File: config.mk
export PLATFORM = sky130hd
export DESIGN_NAME = mod_n_counter_flat
export DESIGN_NICKNAME = d
export VERILOG_FILES = /design/src/rtl/mod_n_counter_if.sv /design/src/rtl/mod_n_counter.sv /design/src/flat_wrapper.sv
export SDC_FILE = /design/constraint.sdc
export NUM_CORES = 1
export LEC_CHECK = 0
export BUFFER_PORTS_ARGS = -buffer_cell sky130_fd_sc_hd__buf_4
export CORE_MARGIN = 2
export CORE_UTILIZATION = 40
export DETAILED_ROUTE_END_ITERATION = 10
export MAX_ROUTING_LAYER = met4
export SETUP_SLACK_MARGIN = 0.1
export SLEW_MARGIN = 20
export SYNTH_ARGS = -nofsm -noshare
export SYNTH_HDL_FRONTEND = slang
export SYNTH_SLANG_ARGS = --single-unit
File: constraint.sdc
create_clock -name CLK -period 4.3 [get_ports CLK]
set_input_delay 0.43 -clock CLK [delete_from_list [all_inputs] [get_ports CLK]]
set_output_delay 0.43 -clock CLK [all_outputs]
set_load 0.01 [all_outputs]
File: src/rtl/mod_n_counter_if.sv
// ---------------------------------------------------------------------------
// mod_n_counter_if
//   Bundles the control inputs and the outputs of one mod_n_counter stage.
//   The clock (CLK) and the reset (rst_n) are not part of this bundle.
//
//   Parameter
//     WIDTH     counter width in bits; must match the counter it connects to
//
//   Signals
//     en        count enable
//     up        direction: 1 = up, 0 = down
//     load      parallel load strobe
//     load_val  value captured on load
//     oQ        registered count
//     oTC       combinational terminal count, used for cascading
//     oDisplay  active-low 7-segment pattern, g..a
//
//   Modports
//     master    drives the controls and observes the outputs (board or bench)
//     slave     the counter itself
// ---------------------------------------------------------------------------
interface mod_n_counter_if #(
  parameter int WIDTH = 4
);
  logic             en;
  logic             up;
  logic             load;
  logic [WIDTH-1:0] load_val;
  logic [WIDTH-1:0] oQ;
  logic             oTC;
  logic [6:0]       oDisplay;

  modport master (
    output en, up, load, load_val,
    input  oQ, oTC, oDisplay
  );

  modport slave (
    input  en, up, load, load_val,
    output oQ, oTC, oDisplay
  );
endinterface

File: src/rtl/mod_n_counter.sv
// ---------------------------------------------------------------------------
// mod_n_counter
//   Synchronous up/down modulo-MODULUS counter with:
//   - parallel load, where values at or above MODULUS are clamped to MODULUS-1
//   - a combinational terminal-count output for building multi-digit chains
//   - an active-low 7-segment decode of the low hex digit
//
//   Priority at each rising CLK edge is:
//     reset  >  load  >  count  >  hold
//
//   Parameters
//     WIDTH     counter width, 1..16
//     MODULUS   number of count states, 2..2**WIDTH
//
//   Ports
//     CLK       clock; all state changes on the rising edge
//     rst_n     synchronous active-low reset
//     bus       mod_n_counter_if.slave:
//                 en, up, load, load_val  in
//                 oQ, oTC, oDisplay       out
//
//   Build option
//     COUNTER_SAT_EN   When defined, counting saturates at the ends instead of
//                      wrapping: up holds at MODULUS-1, down holds at 0.
//                      oTC uses the same equation in both modes, so in
//                      saturating mode it stays high while the count is
//                      pinned and en=1.
//                      Default (undefined): the counter wraps around.
// ---------------------------------------------------------------------------
module mod_n_counter #(
  parameter int WIDTH   = 4,
  parameter int MODULUS = 10
) (
  input  logic           CLK,
  input  logic           rst_n,
  mod_n_counter_if.slave bus
);

  // Elaboration-time range checks
  generate
    if (WIDTH < 1 || WIDTH > 16) begin : g_bad_width
      $error("mod_n_counter: WIDTH=%0d outside 1..16", WIDTH);
    end
    if (MODULUS < 2 || MODULUS > (1 << WIDTH)) begin : g_bad_modulus
      $error("mod_n_counter: MODULUS=%0d outside 2..2**WIDTH", MODULUS);
    end
  endgenerate

  // The terminal value is held one bit wider than the count. This keeps it
  // representable when MODULUS == 2**WIDTH and lets the step logic detect
  // both overflow and underflow with a single compare.
  localparam int             MAXV  = MODULUS - 1;
  localparam logic [WIDTH:0] MAX_X = MAXV[WIDTH:0];

  logic [WIDTH-1:0] q_q;
  logic [WIDTH-1:0] q_d;
  logic [WIDTH:0]   q_x;
  logic             at_top;
  logic             at_bottom;
  logic [3:0]       digit;

  // Load clamp: an out-of-range load value is stored as MODULUS-1.
  function automatic logic [WIDTH-1:0] clamp_load(input logic [WIDTH-1:0] v);
    logic [WIDTH:0] vx;
    vx = {1'b0, v};
    if (vx > MAX_X) begin
      return MAX_X[WIDTH-1:0];
    end
    return v;
  endfunction

  // Increment in WIDTH+1 bits.
  // Anything above MAX_X means the count went past the top, which includes
  // the natural 2**WIDTH overflow.
  function automatic logic [WIDTH-1:0] step_up(input logic [WIDTH:0] cx);
    logic [WIDTH:0] nx;
    nx = cx + 1'b1;
    if (nx > MAX_X) begin
`ifdef COUNTER_SAT_EN
      nx = MAX_X;
`else
      nx = '0;
`endif
    end
    return nx[WIDTH-1:0];
  endfunction

  // Decrement in WIDTH+1 bits.
  // Borrowing below zero sets the extra top bit, so the result compares
  // above MAX_X and takes the same out-of-range path as an overflow.
  function automatic logic [WIDTH-1:0] step_down(input logic [WIDTH:0] cx);
    logic [WIDTH:0] nx;
    nx = cx - 1'b1;
    if (nx > MAX_X) begin
`ifdef COUNTER_SAT_EN
      nx = '0;
`else
      nx = MAX_X;
`endif
    end
    return nx[WIDTH-1:0];
  endfunction

  // Active-low segment patterns, bit6 = g ... bit0 = a.
  function automatic logic [6:0] seg_decode(input logic [3:0] d);
    logic [6:0] s;
    case (d)
      4'h0:    s = 7'h40;
      4'h1:    s = 7'h79;
      4'h2:    s = 7'h24;
      4'h3:    s = 7'h30;
      4'h4:    s = 7'h19;
      4'h5:    s = 7'h12;
      4'h6:    s = 7'h02;
      4'h7:    s = 7'h78;
      4'h8:    s = 7'h00;
      4'h9:    s = 7'h10;
      4'hA:    s = 7'h08;
      4'hB:    s = 7'h03;
      4'hC:    s = 7'h46;
      4'hD:    s = 7'h21;
      4'hE:    s = 7'h06;
      default: s = 7'h0E;
    endcase
    return s;
  endfunction

  assign q_x       = {1'b0, q_q};
  assign at_top    = (q_x == MAX_X);
  assign at_bottom = (q_x == '0);

  // Next-state selection: load > count > hold
  always_comb begin
    q_d = q_q;
    if (bus.load) begin
      q_d = clamp_load(bus.load_val);
    end else if (bus.en) begin
      if (bus.up) begin
        q_d = step_up(q_x);
      end else begin
        q_d = step_down(q_x);
      end
    end
  end

  // Count register (stage boundary)
  always_ff @(posedge CLK) begin
    if (!rst_n) begin
      q_q <= '0;
    end else begin
      q_q <= q_d;
    end
  end

  // Display digit: the low 4 bits of the count, zero-extended when the
  // counter is narrower than 4 bits.
  generate
    if (WIDTH >= 4) begin : g_digit_wide
      assign digit = q_q[3:0];
    end else begin : g_digit_narrow
      assign digit = {{(4 - WIDTH){1'b0}}, q_q};
    end
  endgenerate

  assign bus.oQ = q_q;

  // oTC goes high in the cycle before the wrap edge, so a downstream stage
  // with en = oTC advances on exactly that edge.
  // load and reset suppress it because they pre-empt the step.
  assign bus.oTC = bus.en & ~bus.load & rst_n & (bus.up ? at_top : at_bottom);

  assign bus.oDisplay = seg_decode(digit);

endmodule
File: src/flat_wrapper.sv
// flat-port wrapper written by rule: the top's interface ports become plain ports
module mod_n_counter_flat 
#(
  parameter int WIDTH   = 4,
  parameter int MODULUS = 10
)
  (CLK, rst_n, bus_en, bus_up, bus_load, bus_load_val, bus_oQ, bus_oTC, bus_oDisplay);
  mod_n_counter_if #(.WIDTH(WIDTH)) bus_i ();
  input  logic CLK;
  input  logic rst_n;
  input wire logic [$bits(bus_i.en)-1:0] bus_en;
  input wire logic [$bits(bus_i.up)-1:0] bus_up;
  input wire logic [$bits(bus_i.load)-1:0] bus_load;
  input wire logic [$bits(bus_i.load_val)-1:0] bus_load_val;
  output wire logic [$bits(bus_i.oQ)-1:0] bus_oQ;
  output wire logic [$bits(bus_i.oTC)-1:0] bus_oTC;
  output wire logic [$bits(bus_i.oDisplay)-1:0] bus_oDisplay;
  assign bus_i.en = bus_en;
  assign bus_i.up = bus_up;
  assign bus_i.load = bus_load;
  assign bus_i.load_val = bus_load_val;
  assign bus_oQ = bus_i.oQ;
  assign bus_oTC = bus_i.oTC;
  assign bus_oDisplay = bus_i.oDisplay;
  mod_n_counter #(.WIDTH(WIDTH), .MODULUS(MODULUS)) u_core (.CLK(CLK), .rst_n(rst_n), .bus(bus_i));
endmodule
**Word-level counts from Yosys, hierarchy flattened**

Memory sizes are Yosys's and may differ from the RTL's. A register that Yosys moved wholly into a read port is not among the register bits.
Index checks and enable logic that the tools add are counted.

- Bits of input ports: 9
- Output and inout port bits: 12
- Logic and storage cells: 26
- Memory bits (read-only): 112
- Register bits: 4
- Memories: 1

- Add/sub/neg operators: 2
- Bitwise logic cells: 4
- Order comparisons: 3
- Reductions and logical operators: 2
- Muxes and demuxes: 12
- Equal/unequal tests: 1

Memories:

| name | depth | width | rd ports | clocked after Yosys merged registers in | write ports | RTL line | source |
|---|---|---|---|---|---|---|---|
| (no name shown) | 16 | 7 | 1 | 1 | 0 | mod_n_counter.sv:107 | `case (d)` |

Operator list:

| cell | count |
|---|---|
| 4-bit two-way mux | 9 |
| 5-bit by 4-bit greater-than comparator with 1-bit output, second input constant | 2 |
| 4-bit by 1-bit adder with 5-bit output, second input constant | 1 |
| 5-bit logical NOT | 1 |
| 4-bit by 1-bit subtractor with 5-bit output, second input constant | 1 |
| 4-bit equality test, second input constant | 1 |
| 4-bit greater-than comparator, second input constant | 1 |
| 1-bit AND | 3 |
| 1-bit two-way mux | 3 |
| 2-bit nonzero test | 1 |
| 1-bit inverter | 1 |

**Logic depth before layout (Yosys ltp)**

Gate-level depths: netlist (run 1).

- Depth in word-level cells: 8
- Mapped depth: 12
- Mapped depth without buffers: 12

**Least setup slack after synthesis (run 1)**

No wires, ideal clock.

- Kind: flip-flop to flip-flop
- Start point: reg u_core.q_q[0], in the netlist u_core.bus.oQ[0]
- End point: reg u_core.bus.oDisplay[1] (netlist name)
- Period minus slack after synthesis: 2797 ps
- Arrival time: 2728 ps
- Cell stages (with the launch flop): 12
- Required time: 4231 ps
- Setup slack: 1503 ps
- Library setup time: 69 ps
- Cells stage by stage: dfxtp_1 > inv_1 > ha_1 > nor3_1 > or4_4 > o22ai_1 > a221o_1 > and2_1 > inv_1 > ha_1 > or3_1 > o21ai_1

- Longest elaborated chain between the ends: 8
- Elaborated cells on any way between the ends: 11
- Those cells by class: 2 x add/sub; 2 x order compare; 7 x mux

RTL lines:

| item | RTL line | source |
|---|---|---|
| from (decl) | mod_n_counter.sv:55 | `logic [WIDTH-1:0] q_q;` |
| from (signal assigned) | mod_n_counter.sv:151 | `q_q <= q_d;` |
| 4-bit by 1-bit subtractor with 5-bit output or 4-bit by 1-bit adder with 5-bit output (tied branches) | mod_n_counter.sv:93, mod_n_counter.sv:77 |  |
| 5-bit by 4-bit greater-than comparator with 1-bit output, on equally long branches | mod_n_counter.sv:94, mod_n_counter.sv:78 |  |
| 4-bit two-way mux, on equally long branches | mod_n_counter.sv:94, mod_n_counter.sv:78 |  |
| 4-bit two-way mux | mod_n_counter.sv:138 | `if (bus.up) begin` |
| 4-bit two-way mux | mod_n_counter.sv:137 | `end else if (bus.en) begin` |
| 4-bit two-way mux | mod_n_counter.sv:135 | `if (bus.load) begin` |
| 4-bit two-way mux (no line) (*) (2 in a row) | -- |  |

Every way passes the cells marked *; elsewhere a longest branch is shown, timed or not. The select of a mux whose other input is x is not followed.
A chain may end at the register's enable or synchronous reset.

**Worst setup path in the final report (run 1)**

- Start point: reg u_core.q_q[0], in the netlist u_core.bus.oQ[0]
- End point: reg u_core.bus.oDisplay[1] (netlist name)

- Longest elaborated chain between the ends: 8
- Elaborated cells on any way between the ends: 11
- Those cells by class: 2 x add/sub; 2 x order compare; 7 x mux

RTL lines:

| item | RTL line |
|---|---|
| 4-bit by 1-bit subtractor with 5-bit output or 4-bit by 1-bit adder with 5-bit output (tied branches) | mod_n_counter.sv:93, mod_n_counter.sv:77 |
| 5-bit by 4-bit greater-than comparator with 1-bit output, on equally long branches | mod_n_counter.sv:94, mod_n_counter.sv:78 |
| 4-bit two-way mux, on equally long branches | mod_n_counter.sv:94, mod_n_counter.sv:78 |
| 4-bit two-way mux | mod_n_counter.sv:138 |
| 4-bit two-way mux | mod_n_counter.sv:137 |
| 4-bit two-way mux | mod_n_counter.sv:135 |
| 4-bit two-way mux (no line) (*) (2 in a row) | -- |

Marks and branches as above.

==> results of run 1 <==
-- final timing paths --
kind | slack, ns | depth (start not counted) | endpoint | start
hold / removal | 0.48 | 2 | u_core.bus.oDisplay[0] | rst_n
setup / recovery | 1.20 | 11 | u_core.bus.oDisplay[1] | u_core.bus.oQ[0]
hold reg to reg | 0.76 | 2 | u_core.bus.oQ[1] | u_core.bus.oQ[1]
setup reg to reg | 1.20 | 11 | u_core.bus.oDisplay[1] | u_core.bus.oQ[0]
-- stage by stage --
step	setup slack, ns	hold slack, ns	std cells	total power (uW)
5_1_grt	1.01	0.481	170	336
4_1_cts	1.21	0.475	170	315
3_5_place_dp	1.26	0.751	166	247
3_3_place_gp	1.39	0.741	166	246
6_report	1.20	0.483	170	314
2_1_floorplan	1.50	0.575	121	210
-- kinds of logic (layout without fill, tap and decap cells) --
kind of cell	after synthesis	in the layout
and+or+nand+nor	39	39
AOI/OAI and AO/OA	32	32
buffers and inverters	19	38
DFF	11	11
adders and majority gates	11	11
xor gates and xnor gates	5	5
muxes	4	4
-- power by group through the flow --
stage | Combinational (uW) | Clock (uW) | Sequential [uW]
after floorplan | 82.2 | 0 | 128
after global placement | 120 | 0 | 126
after detailed placement | 121 | 0 | 127
after CTS | 121 | 69.4 | 125
after global routing | 133 | 76.4 | 126
final | 121 | 68.5 | 124
-- per-layer routing --
metal | part of all wire (%) | vias up
li1 | - | 475
met1 | 42 | 436
met2 | 53 | 20
met3 | 3.2 | 4
met4 | 1.6 | 0
met5 | 0 | -
-- flip-flops by register name, summed over array words and instances (netlist names) --
register and cells:
u_core.bus.oQ 4, u_core.bus.oDisplay 7
-- cell usage after synthesis (3+ instances only) --
master / number / share of area, %
inv_1: 13 / 4.7
buf_6: 3 / 3.3
dfxtp_1: 11 / 21
mux2i_1: 4 / 3.9
nand3_1: 4 / 1.9
a31oi_1: 3 / 1.8
nand2b_1: 4 / 2.4
a21oi_1: 7 / 3.4
nor2_1: 7 / 2.5
nand2_1: 8 / 2.9
xor2_1: 4 / 3.4
ha_1: 11 / 13
o22ai_1: 3 / 1.8
-- area by class of cell --
cell class	instances	share of cell area [%]
clock buffers	4	2.20
repair buffers	20	12.6
flip-flops and latches	11	18.4
multi-input cells	91	59.2
inverters	14	4.40
well taps	30	3.14
-- worst register-to-register path, cell delays in order, from the launching register on --
cell and delay (ns):
dfxtp_1 0.52, inv_1 0.16, ha_1 0.31, nor3_1 0.29, or4_4 0.22, o22ai_1 0.07, a221o_1 0.43, and2_1 0.22
inv_1 0.13, ha_1 0.25, or3_1 0.37, o21ai_1 0.07
==> impl_metrics.env, run 1 <==
export IMPL_status="complete, no violations"
export IMPL_worst_pin_slew_ns=0.563
export IMPL_placed_area_um2=1170
export IMPL_synth_edf_count=0
export IMPL_antenna_found_initial=0
export IMPL_switching_share_pct=34.7
export IMPL_final_cell_mix="buf_4 (20), inv_1 (13), ha_1 (11), dfxtp_1 (11), nand2_1 (8)"
export IMPL_synth_seq_cells=11
export IMPL_synth_top_flop_cell="dfxtp_1"
export IMPL_die_w_um=54.8
export IMPL_use_met3_pct=1.64
export IMPL_crit_arrival_ns=3.30
export IMPL_synthSimpleGateAreaFrac_pct=21.7
export IMPL_gp_congestion=0.834
export IMPL_peakVddDrop_mv=0.254
export IMPL_cts_tree="built"
export IMPL_async_flop_share_pct=0
export IMPL_synthDistinctLibCells=45
export IMPL_path_max_fanout=10
export IMPL_fin_area_um2=1190
export IMPL_antenna_cells=0
export IMPL_cp_end_kind="register"
export IMPL_ys_seq_area_share_pct=21.3
export IMPL_p_switching_uw=109
export IMPL_synth_compound_area_share_pct=25.3
export IMPL_cts_made_buffers=3
export IMPL_rsz0062_at_grt="no"
export IMPL_clockPowerShare_pct=21.8
export IMPL_crit_buf_inv=2
export IMPL_grt_pass1_wl_mm=3.60
export IMPL_dp_hpwl_mm=1.76
export IMPL_core_area_um2=2450
export IMPL_layout_commonest_cell="buf_4"
export IMPL_clock_skew_ns=0.00339
export IMPL_grt_max_degree=17
export IMPL_yosys_warnings=0
export IMPL_utilization_pct=48.6
export IMPL_placementRows=18
export IMPL_p_int_uw=205
export IMPL_io_pins=21
export IMPL_ant_nets=0
export IMPL_critPathTopFamily="simple AND/OR/NAND/NOR gates"
export IMPL_top_usage_layer="met2"
export IMPL_grt_pass1_vias=860
export IMPL_syn_cell_area_um2=1030
export IMPL_tns_ns=0
export IMPL_hp_class="in2reg"
export IMPL_grtUsageTotal_pct=17.2
export IMPL_cpPeakStageDelay_ns=0.52
export IMPL_finalHoldViolCount=0
export IMPL_finalNetCount=161
export IMPL_cts_setup_buffers=0
export IMPL_worstSetupStartpointType="register"
export IMPL_power_density_nw_per_um2=263
export IMPL_period_needed_ns=3.10
export IMPL_fmax_ghz=0.323
export IMPL_die_height_um=54.8
export IMPL_drt_first_pass_iters=4
export IMPL_viasPerCell=5.50
export IMPL_clk_latency_ns=0.26
export IMPL_grtUsageMet1_pct=17.8
export IMPL_required_ns=4.50
export IMPL_cts_max_path_buffers=2
export IMPL_critPathKind="reg2reg"
export IMPL_p_seq_share_pct=39.6
export IMPL_portBuffers=20
export IMPL_clkTransAtPathRegs_ns=0.07
export IMPL_slew_violations=0
export IMPL_synthCells=121
export IMPL_fill_cells=245
export IMPL_multi_input_area_um2=707
export IMPL_cts_repair_resized=0
export IMPL_register_area_um2=220
export IMPL_fin_crit_sh_pct=72.1
export IMPL_cts_hold_buf=0
export IMPL_fp_dieArea_um2=3000
export IMPL_grt_use_met2_pct=32.5
export IMPL_p_comb_share_pct=38.6
export IMPL_drc=0
export IMPL_leakage_uw=0.000528
export IMPL_slowest_stage="dfxtp_1"
export IMPL_wl_mm=2.28
export IMPL_relSlewSlack_pct=62.4
export IMPL_overflow=0
export IMPL_setup_viol=0
export IMPL_htreeDepth=1
export IMPL_synth_xor_area_share_pct=4.24
export IMPL_start_util_pct=42.0
export IMPL_cts_root_buf="clkbuf_4"
export IMPL_area_delta_synth_final_pct=15.6
export IMPL_cap_violations=0
export IMPL_drtIter0Drc=30
export IMPL_synth_nets=141
export IMPL_wl_per_cell_um=13.4
export IMPL_synth_fa_ha_area_share_pct=13.3
export IMPL_cts_sinks=11
export IMPL_muxShareOfSynthArea_pct=3.88
export IMPL_synth_top_family_by_area="compound AO/OA/AOI/OAI gates"
export IMPL_num_vias=935
export IMPL_path_cells="inv_1 > ha_1 > nor3_1 > or4_4 > o22ai_1 > a221o_1 > and2_1 > inv_1 > ha_1 > or3_1 > o21ai_1"
export IMPL_syn_area_per_cell_um2=8.53
export IMPL_drive_above_1_share_pct=22.9
Power figures use the tool's default switching activity.
==> run 2, diff against run 1 <==
- clock period: 4.3 -> 2.6 ns (I/O delays scaled with it)
==> impl_metrics.env, run 2 (same netlist as run 1, synthesis figures left out) <==
export IMPL_power_density_nw_per_um2=413
export IMPL_peakVddDrop_mv=0.303
export IMPL_grt_max_degree=15
export IMPL_required_ns=2.81
export IMPL_setup_viol=0
export IMPL_overflow=0
export IMPL_finalPower_uw=613
export IMPL_path_max_fanout=7
export IMPL_rsz0062_at_grt="yes"
export IMPL_cts_tree="built"
export IMPL_cts_sinks=11
export IMPL_layout_commonest_cell="buf_4"
export IMPL_antenna_cells=0
export IMPL_cts_root_buf="clkbuf_4"
export IMPL_drt_first_pass_iters=4
export IMPL_grtUsageTotal_pct=19.9
export IMPL_start_util_pct=42.0
export IMPL_hp_class="in2reg"
export IMPL_clkTransAtPathRegs_ns=0.08
export IMPL_status="complete, no violations"
export IMPL_gp_congestion=0.816
export IMPL_cap_violations=0
export IMPL_relSlewSlack_pct=70.4
export IMPL_tns_ns=0
export IMPL_fp_dieArea_um2=3000
export IMPL_dp_hpwl_mm=1.92
export IMPL_clk_latency_ns=0.28
export IMPL_viasPerCell=5.33
export IMPL_antenna_found_initial=0
export IMPL_path_cells="inv_6 > ha_4 > nand2b_4 > a21oi_2 > nor2_1 > o22ai_2 > a221o_1 > and2_4 > inv_4 > ha_4 > or3_1 > o21ai_1"
export IMPL_final_cell_mix="buf_4 (38), inv_1 (9), nand2_1 (8), dfxtp_1 (8), nor2_1 (7)"
export IMPL_crit_arrival_ns=2.60
export IMPL_fmax_ghz=0.418
export IMPL_period_needed_ns=2.39
export IMPL_area_delta_synth_final_pct=43.9
export IMPL_drc=0
export IMPL_die_w_um=54.8
export IMPL_worst_pin_slew_ns=0.438
export IMPL_drtIter0Drc=11
export IMPL_drive_above_1_share_pct=46.0
export IMPL_wl_per_cell_um=14.2
export IMPL_portBuffers=20
export IMPL_fin_crit_sh_pct=92.0
export IMPL_grt_pass1_wl_mm=4.11
export IMPL_slowest_stage="dfxtp_4"
export IMPL_slew_violations=0
export IMPL_cts_made_buffers=3
export IMPL_crit_path_frequent_cell="ha_4"
export IMPL_placementRows=18
export IMPL_finalNetCount=182
export IMPL_worstSetupStartpointType="register"
export IMPL_core_area_um2=2450
export IMPL_cp_end_kind="register"
export IMPL_dp_cells=176
export IMPL_largest_reg_flops=7
export IMPL_cts_max_path_buffers=2
export IMPL_leakage_uw=0.000653
export IMPL_ant_nets=0
export IMPL_wl_mm=2.71
export IMPL_io_pins=21
export IMPL_clock_skew_ns=0.0119
export IMPL_finalHoldViolCount=0
export IMPL_cpPeakStageDelay_ns=0.42
export IMPL_num_vias=1018
export IMPL_htreeDepth=1
export IMPL_stdcell_count=191
export IMPL_die_height_um=54.8
export IMPL_critPathKind="reg2reg"
export IMPL_grt_pass1_vias=911
run 2: cell types whose count changed in the layout (fill, tap and decap cells not counted), sizes merged:
cell,before,now
buf,20,41
run 2: critical path, delay by kind of cell (launching register included):
kind	cells	cell delay (ns)
buf+inv	2	0.12
compound gates	4	0.60
fa+ha+maj	2	0.45
simple gates	4	0.73
flops	1	0.42
run 2: metal layers:
| metal | up-vias | share of wire (%) | track usage, % |
|---|---|---|---|
| met1 | 478 | 41 | 21.2 |
| met5 | - | 0 | - |
| met2 | 17 | 54 | 36.1 |
| met3 | 8 | 1.9 | 1.91 |
| li1 | 515 | - | - |
| met4 | 0 | 2.9 | 10.0 |
run 2: power by group:
part           switching (uW)  total [uW]  internal, uW
clock                    66.2         126          59.5
combinational             141         288           147
sequential               12.3         199           187
total                     220         613           394
run 2: area by class of cell:
type                            count  area [um^2]
Clock buffer                        4         26.3
Fill cell                         217          970
Inverter                           14         62.6
Multi-Input combinational cell     91          811
Sequential cell                    11          229
Tap cell                           30         37.5
Timing Repair Buffer               41          319
run 2: repair_timing:
action	in CTS	in global routing
pin swaps	1	12
setup endpoints to repair	1	7
buffers inserted	6	5
hold buffers	0	0
resized for setup	1	18
run 2: path summary, 6_finish.rpt:
path	from	to	slack (ns)	depth (start not counted)
setup / recovery	u_core.bus.oQ[1]	u_core.bus.oDisplay[1]	0.21	12
hold / removal	rst_n	u_core.bus.oDisplay[0]	0.30	2
setup reg to reg	u_core.bus.oQ[1]	u_core.bus.oDisplay[1]	0.21	12
hold reg to reg	u_core.bus.oQ[1]	u_core.bus.oQ[1]	0.82	3
run 2: metrics by stage:
stage / worst slack [ns] / area (um^2) / utilization (%) / hold WS [ns]
floorplan: 0.102 / 1060 / - / 0.405
global placement: 0.0924 / 1270 / 51.7 / 0.598
detailed placement: 0.0487 / 1270 / 51.7 / 0.600
CTS: 0.107 / 1340 / 54.7 / 0.297
global route: 0.0926 / 1490 / 60.5 / 0.299
finish: 0.207 / 1490 / 60.5 / 0.298
==> run 3, diff against run 2 <==
- ABC_AREA: default -> 1
- CTS_CLUSTER_SIZE: default -> 28
- REMOVE_ABC_BUFFERS: default -> 1
==> impl_metrics.env, run 3 <==
export IMPL_status="complete, no violations"
export IMPL_cts_hold_buf=0
export IMPL_dp_cells=196
export IMPL_synth_most_common_cell="nand2_1"
export IMPL_synthCells=147
export IMPL_ys_seq_area_share_pct=23.7
export IMPL_start_util_pct=42.1
export IMPL_drtIter0Drc=31
export IMPL_grt_pass1_wl_mm=3.69
export IMPL_cts_made_buffers=3
export IMPL_async_flop_share_pct=0
export IMPL_cts_sinks=11
export IMPL_relSlewSlack_pct=75.3
export IMPL_final_cell_mix="nand2_1 (47), inv_1 (23), buf_4 (23), nand3_1 (15), dfxtp_1 (11)"
export IMPL_slowest_stage="dfxtp_1"
export IMPL_setup_viol=0
export IMPL_rsz0062_at_grt="no"
export IMPL_fin_crit_sh_pct=86.6
export IMPL_cts_repair_resized=0
export IMPL_finalPower_uw=507
export IMPL_grt_max_degree=12
export IMPL_grt_pass1_vias=889
export IMPL_grtUsageTotal_pct=18.5
export IMPL_peakVddDrop_mv=0.321
export IMPL_utilization_pct=53.0
export IMPL_stdcell_count=200
export IMPL_cts_max_path_buffers=2
export IMPL_yosys_top_cells_area="dfxtp_1 (24%), nand2_1 (19%), ha_1 (15%)"
export IMPL_clk_latency_ns=0.28
export IMPL_cts_setup_buffers=0
export IMPL_portBuffers=20
export IMPL_crit_path_frequent_cell="nand2_1"
export IMPL_syn_cell_area_um2=931
export IMPL_synth_seq_cells=11
export IMPL_critPathKind="reg2reg"
export IMPL_cts_root_buf="clkbuf_4"
export IMPL_clkTransAtPathRegs_ns=0.07
export IMPL_core_area_um2=2210
export IMPL_ant_nets=0
export IMPL_area_delta_synth_final_pct=25.9
export IMPL_wl_mm=2.20
export IMPL_syn_area_per_cell_um2=6.33
export IMPL_placementRows=17
export IMPL_die_w_um=52.2
export IMPL_yosys_warnings=0
export IMPL_synth_edf_count=0
export IMPL_num_vias=980
export IMPL_fp_dieArea_um2=2730
export IMPL_crit_arrival_ns=2.47
export IMPL_placed_area_um2=1120
export IMPL_tns_ns=0
export IMPL_synthDistinctLibCells=22
export IMPL_synth_top_flop_cell="dfxtp_1"
export IMPL_finalNetCount=193
export IMPL_power_density_nw_per_um2=433
export IMPL_cpPeakStageDelay_ns=0.31
export IMPL_slew_violations=0
export IMPL_synth_area_leader_cell="dfxtp_1"
export IMPL_viasPerCell=4.90
export IMPL_hp_class="in2reg"
export IMPL_leakage_uw=0.000664
export IMPL_cap_violations=0
export IMPL_io_pins=21
export IMPL_period_needed_ns=2.25
export IMPL_gp_congestion=0.958
export IMPL_path_cells="inv_1 > ha_4 > o21bai_1 > nand2_1 > nand2_1 > nand2_1 > nand2_1 > nand2_1 > o21ai_2 > nand2_2 > ha_1 > inv_1 > o21ai_0 > nand2_1 > nand2_1"
export IMPL_finalHoldViolCount=0
export IMPL_dp_hpwl_mm=1.71
export IMPL_drt_first_pass_iters=5
export IMPL_wl_per_cell_um=11.0
export IMPL_largest_reg_flops=7
export IMPL_worst_pin_slew_ns=0.361
export IMPL_layout_commonest_cell="nand2_1"
export IMPL_netlist_top_cells_count="nand2_1 (48), inv_1 (23), nand3_1 (15)"
export IMPL_fin_area_um2=1170
export IMPL_antenna_cells=0
export IMPL_drc=0
export IMPL_overflow=0
export IMPL_htreeDepth=1
export IMPL_cts_tree="built"
export IMPL_path_max_fanout=7
export IMPL_required_ns=2.82
export IMPL_clock_skew_ns=0.00494
export IMPL_fmax_ghz=0.444
export IMPL_cp_end_kind="register"
export IMPL_drive_above_1_share_pct=22.7
export IMPL_worstSetupStartpointType="register"
export IMPL_antenna_found_initial=0
export IMPL_synth_top_cell_area_share_pct=23.7
export IMPL_die_height_um=52.2
run 3: cell count changes in the layout (fill, tap and decap cells not counted), moves of 4 or more:
cell     before  now
buf_4        38   23
inv_1         9   23
mux2i_1       4    0
nand2_1       8   47
nand2_2       0    5
nand3_1       4   15
run 3: cells by family (layout without fill, tap and decap cells):
family / after synthesis / in the layout / synth area share, %
buffers and inverters: 26 / 51 / 11.4
DFF: 11 / 11 / 23.7
adders and majority gates: 11 / 11 / 14.8
AOI/OAI and AO/OA: 18 / 18 / 12.6
and+or+nand+nor: 81 / 81 / 37.5
run 3: area by class of cell:
type	instances	area [um^2]
multi-input combinational	110	628
tap	28	35.0
sequential	11	220
clock buffer	4	26.3
inverter	24	90.1
timing repair buffer	23	173
fill	236	1040
run 3: layer usage:
layer | vias up | track usage [%] | wire (um)
li1 | 516 | - | -
met1 | 435 | 24.4 | 1040
met2 | 26 | 29.1 | 1000
met3 | 3 | 3.43 | 137
met4 | 0 | 5.56 | 25
met5 | - | - | 0
run 3: final timing paths:
path / to / slack [ns] / depth (start not counted) / startpoint
hold / removal: u_core.bus.oQ[0] / 0.30 / 3 / rst_n
setup reg to reg: u_core.bus.oDisplay[3] / 0.35 / 15 / u_core.bus.oQ[0]
setup / recovery: u_core.bus.oDisplay[3] / 0.35 / 15 / u_core.bus.oQ[0]
hold reg to reg: u_core.bus.oQ[1] / 0.79 / 5 / u_core.bus.oQ[1]
run 3: stage by stage:
step	setup WS (ns)	hold slack, ns
3_5_place_dp	0.244	0.606
5_1_grt	0.0899	0.327
2_1_floorplan	0.252	0.427
4_1_cts	0.216	0.318
6_report	0.348	0.303
3_3_place_gp	0.264	0.616
run 3: report_power, final:
| group | total, uW | internal (uW) | switching [uW] |
|---|---|---|---|
| sequential | 196 | 187 | 9.16 |
| combinational | 193 | 81.6 | 112 |
| clock | 118 | 59.7 | 58.0 |
| total | 507 | 329 | 179 |
run 3: critical path: cells and delay by family, from the launching register on:
| kind | cells | cell delay (ns) |
|---|---|---|
| flops | 1 | 0.31 |
| simple gates | 8 | 0.59 |
| buf+inv | 2 | 0.26 |
| fa+ha+maj | 2 | 0.55 |
| compound gates | 3 | 0.48 |
